===== config.mk =====
export PLATFORM = sky130hd
export DESIGN_NAME = uart_cmd_frame_encoder
export DESIGN_NICKNAME = d
export VERILOG_FILES = /design/src/rtl/uart_apb_pkg.sv /design/src/rtl/frame_shift_reg.sv /design/src/rtl/uart_cmd_frame_encoder.sv
export SDC_FILE = /design/constraint.sdc
export NUM_CORES = 1
export LEC_CHECK = 0
export BUFFER_PORTS_ARGS = -buffer_cell sky130_fd_sc_hd__buf_2
export CELL_PAD_IN_SITES_DETAIL_PLACEMENT = 2
export CELL_PAD_IN_SITES_GLOBAL_PLACEMENT = 2
export CORE_ASPECT_RATIO = 1.25
export CORE_MARGIN = 2
export CORE_UTILIZATION = 35
export CTS_CLUSTER_DIAMETER = 80
export DETAILED_ROUTE_END_ITERATION = 6
export MAX_ROUTING_LAYER = met4
export PLACE_DENSITY_LB_ADDON = 0.1
export RECOVER_POWER = 50
export SYNTH_ARGS = -nofsm -noshare
export SYNTH_HDL_FRONTEND = slang
export SYNTH_SLANG_ARGS = --single-unit
export TNS_END_PERCENT = 5

===== constraint.sdc =====
create_clock -name clk -period 3.7 [get_ports clk]
set_clock_uncertainty 0.1 [all_clocks]
set_input_delay 0.74 -clock clk [delete_from_list [all_inputs] [get_ports clk]]
set_output_delay 0.74 -clock clk [all_outputs]
set_load 0.03 [all_outputs]

===== src/rtl/uart_apb_pkg.sv =====
// Shared constants and FSM state type for the UART command framer.
// Byte width, default header bytes and the frame FSM states.
package uart_apb_pkg;

  localparam int BYTE_W = 8;

  localparam logic [7:0] WR_HEAD_DEF = 8'h02;
  localparam logic [7:0] RD_HEAD_DEF = 8'h03;

  typedef enum logic [1:0] {
    IDLE,
    HEAD,
    BODY,
    CHK
  } state_t;

endpackage


===== src/rtl/frame_shift_reg.sv =====
// Loadable left-shifting frame register; exposes its top byte.
// Ports: clk, rst, load, shift, din[W], top[8].
module frame_shift_reg
  import uart_apb_pkg::*;
#(
  parameter int W = 48
) (
  input  logic                clk,
  input  logic                rst,
  input  logic                load,
  input  logic [W-1:0]        din,
  input  logic                shift,
  output logic [BYTE_W-1:0]   top
);

  logic [W-1:0] sr;

  always_ff @(posedge clk or posedge rst) begin
    if (rst) begin
      sr <= '0;
    end else if (load) begin
      sr <= din;
    end else if (shift) begin
      sr <= {sr[W-BYTE_W-1:0], {BYTE_W{1'b0}}};
    end
  end

  assign top = sr[W-1 -: BYTE_W];

endmodule


===== src/rtl/uart_cmd_frame_encoder.sv =====
// Frames one APB request as header + addr/data (+ XOR) byte stream.
// Ports: clk, rst, req_* (valid/ready in), tx_* (valid/ready out), busy.
module uart_cmd_frame_encoder
  import uart_apb_pkg::*;
#(
  parameter int         ADDR_W   = 16,
  parameter int         DATA_W   = 32,
  parameter logic [7:0] WR_HEAD  = WR_HEAD_DEF,
  parameter logic [7:0] RD_HEAD  = RD_HEAD_DEF,
  parameter bit         RD_SHORT = 1'b0,
  parameter bit         CHK_EN   = 1'b0
) (
  input  logic              clk,
  input  logic              rst,
  input  logic [ADDR_W-1:0] req_addr,
  input  logic [DATA_W-1:0] req_data,
  input  logic              req_wr,
  input  logic              req_valid,
  output logic              req_ready,
  output logic [7:0]        tx_data,
  output logic              tx_valid,
  input  logic              tx_ready,
  output logic              busy
);

  localparam int W  = ADDR_W + DATA_W;
  localparam int NB = W / BYTE_W;
  localparam int CW = $clog2(NB + 1);

  localparam logic [CW-1:0] N_FULL  = CW'(NB);
  localparam logic [CW-1:0] N_SHORT = CW'(ADDR_W / BYTE_W);

  if ((ADDR_W % BYTE_W) != 0 || ADDR_W < BYTE_W ||
      (DATA_W % BYTE_W) != 0 || DATA_W < BYTE_W) begin : g_bad_w
    $error("ADDR_W/DATA_W must be byte multiples >= 8");
  end

  state_t         state;
  state_t         nxt;
  logic [7:0]     head;
  logic [7:0]     chk;
  logic [7:0]     top;
  logic [CW-1:0]  cnt;
  logic           acc;
  logic           shift;

  assign acc   = req_valid && req_ready;
  assign shift = (state == BODY) && tx_ready;

  frame_shift_reg #(
    .W (W)
  ) u_sr (
    .clk   (clk),
    .rst   (rst),
    .load  (acc),
    .din   ({req_addr, req_data}),
    .shift (shift),
    .top   (top)
  );

  always_ff @(posedge clk or posedge rst) begin
    if (rst) begin
      state <= IDLE;
      head  <= '0;
      chk   <= '0;
      cnt   <= '0;
    end else begin
      state <= nxt;
      if (acc) begin
        head <= req_wr ? WR_HEAD : RD_HEAD;
        cnt  <= (req_wr || !RD_SHORT) ? N_FULL : N_SHORT;
      end
      if (state == HEAD && tx_ready) begin
        chk <= head;
      end
      if (shift) begin
        chk <= chk ^ top;
        cnt <= cnt - 1'b1;
      end
    end
  end

  always_comb begin
    nxt       = state;
    req_ready = 1'b0;
    tx_valid  = 1'b0;
    tx_data   = 8'h00;
    busy      = (state != IDLE);
    unique case (state)
      IDLE: begin
        // held low while reset is asserted
        req_ready = !rst;
        if (acc) nxt = HEAD;
      end
      HEAD: begin
        tx_valid = 1'b1;
        tx_data  = head;
        if (tx_ready) nxt = BODY;
      end
      BODY: begin
        tx_valid = 1'b1;
        tx_data  = top;
        if (tx_ready && cnt == CW'(1)) begin
          nxt = CHK_EN ? CHK : IDLE;
        end
      end
      CHK: begin
        tx_valid = 1'b1;
        tx_data  = chk;
        if (tx_ready) nxt = IDLE;
      end
      default: nxt = IDLE;
    endcase
  end

endmodule


==> out/metrics.cfg <==
[run_status]
outcome=finished with violations
violations=max-capacitance violations, max-slew violations

[yosys]
synth_compound_area_frac=0.236
yosys.area_share.simple=0.183
synth_xor_area_frac=0
synthArstFlopShare=1.00
yosysWarningCount=0
synth_nets=405
synth_mux_area_frac=0.00643
synth_top_area_frac=0.506
synth_fa_ha_area_frac=0.00804
synth_area_leaders=dfrtp_1, a21oi_1, nand2_1
synth_cell_type_count=33
avgSynthCellArea_sq_um=8.90
synth_cells=350
yosys.area.top_type=dfrtp_1
synthesis.area_sq_um=3110
synth_top_family_by_area=compound AO/OA/AOI/OAI gates
synthFlopType=dfrtp_1
synth_edf_count=0
ys_seq_area_frac=0.506
synth_seq_cells=63

[global_route]
grt_use_total=0.212
antenna_found_initial=0
grt_pass1_vias=2940
grt_max_degree=51
overflow=0
grt_pass1_wl_mm=15.1

[timing]
max_freq_mhz=339
slew_viol_final=45
hold_ws_ns=0.400
finalHoldViolations=0
post-route-period-util=0.797
worst_slew_pin_slew_ns=1.77
tns_ns=0
rsz0062_at_grt=no
min_period_ns=2.95
setup_viol=0
slew-limit-headroom=-0.182

[clocking]
cts_root_buf=clkbuf_8
path_clk_slew_ns=0.08
cts_max_path_buffers=2
post_cts_buffers=0
htree_num_levels=3
ctsResizeCount=0
clock_sinks=63
ctsHoldBuffers=0
cts_tree=yes
cts_buffers=9
clock_latency_ns=0.34

[power]
total_power_uw=2980
power_density_nw_per_um2=821
p_leak_uw=0.00175
ir_drop_mv=0.268

[setup_path]
path_cells=clkbuf_1 -> a21o_1 -> a21boi_0 -> buf_2
crit_family=buffers and inverters
cp_num_buf_inv=2
r2r_cells=4
cp.required_ns=2.86
r2r-start=state[0]
path_class=reg -> out
worst-path-max-fanout=23
worstSetupEndpointType=output port
cp_slowest_cell=clkbuf_1
r2r_slack_ns=1.34
arrival_ns=2.11
startpoint_type=flip-flop
max_stage_delay_ns=0.75
r2r_end=u_sr.sr[47]

[finish]
layout_commonest_cell=a21oi_1
fin_nets=461
final_core_util=0.420
fin_cells=531
fillers=1032
diodes=0
final_layout_size_suffix_gt1_frac=0.234
most-common-layout-cells=a21oi_1, dfrtp_1, buf_2
syn_to_final_growth_pct=16.6

[placement]
dp.cells=515
dp_hpwl_mm=6.07
gp_congestion=0.767
numPortBuffers=63

[min_path]
hold_path_depth=1
hold_end=head[1]
hp-start=head[1]
hp-class=reg -> reg

[routing]
vias=2739
drt_wl_total_mm=9.06
viasPerCell=5.16
drt-initial-drc-count=85
wl_per_cell_um=17.1
drc=0
antenna_left=0
drt_pass1_iterations=4

[floorplanning]
num_rows=38
die_area_sq_um=9670
initial_utilization=0.360
core-area_sq_um=8650
die_h_um=109
io_pins=64
die_w_um=88.4

[flow_run]
maxCapViolations=1

[flip-flops by register name (all words and copies together), names as in the netlist]
register / cells
head: 2
cnt: 3
u_sr.sr: 48
chk: 8
state: 2
[metal layers]
layer	wire, um	share of wire	up-vias	GRT usage
met5	0	0	-	-
met3	232	0.026	10	0.0345
met4	110	0.012	0	0.0671
li1	-	-	1312	-
met2	4740	0.52	49	0.349
met1	3980	0.44	1368	0.268
[cell type report]
class                   instances  area [sq um]  share of cell area
clock buffers                   9           124              0.0341
clock inverters                 7          50.0              0.0138
inverters                       5          18.8             0.00517
multi-input cells             256          1350               0.372
flip-flops and latches         63          1580               0.434
well taps                     120           150              0.0413
repair buffers                 71           363              0.0999
[cells by family (layout without fill, tap and decap cells)]
kind of cell	count (synthesis)	after routing
buf+inv	31	92
fa+ha+maj	2	2
mux	2	2
simple gates	124	124
flops	63	63
compound gates	128	128
[through the flow]
stage	setup slack, ns	area (sq um)
floorplan	1.29	3110
global placement	1.47	3470
detailed placement	1.43	3470
CTS	1.09	3640
global route	0.527	3630
finish	0.751	3630
[synth_stat cells, drive strengths merged, types with 2 or more instances]
cell type,n
ha,2
o21ai,10
dfrtp,63
inv,4
nor2,42
nand2b,10
mux2i,2
a21boi,2
a21oi,89
and3,2
a21o,8
buf,25
a22o,14
nand2,60
nor3,3
[power by group]
group	switching [uW]	internal (uW)
combinational	689	455
clock	295	242
sequential	276	1020
total	1260	1720
[worst max path at each step]
| stage | from | endpoint | slack (ns) | depth (start not counted) |
|---|---|---|---|---|
| after floorplan | rst | chk[0] | 1.29 | 1 |
| after global placement | rst | u_sr.sr[5] | 1.47 | 5 |
| after detailed placement | rst | u_sr.sr[1] | 1.43 | 5 |
| after CTS | state[1] | tx_data[2] | 1.09 | 3 |
| after global routing | state[0] | tx_data[0] | 0.53 | 4 |
| final | state[0] | tx_data[0] | 0.75 | 4 |
No activity file was read; power rests on OpenSTA's default activity.
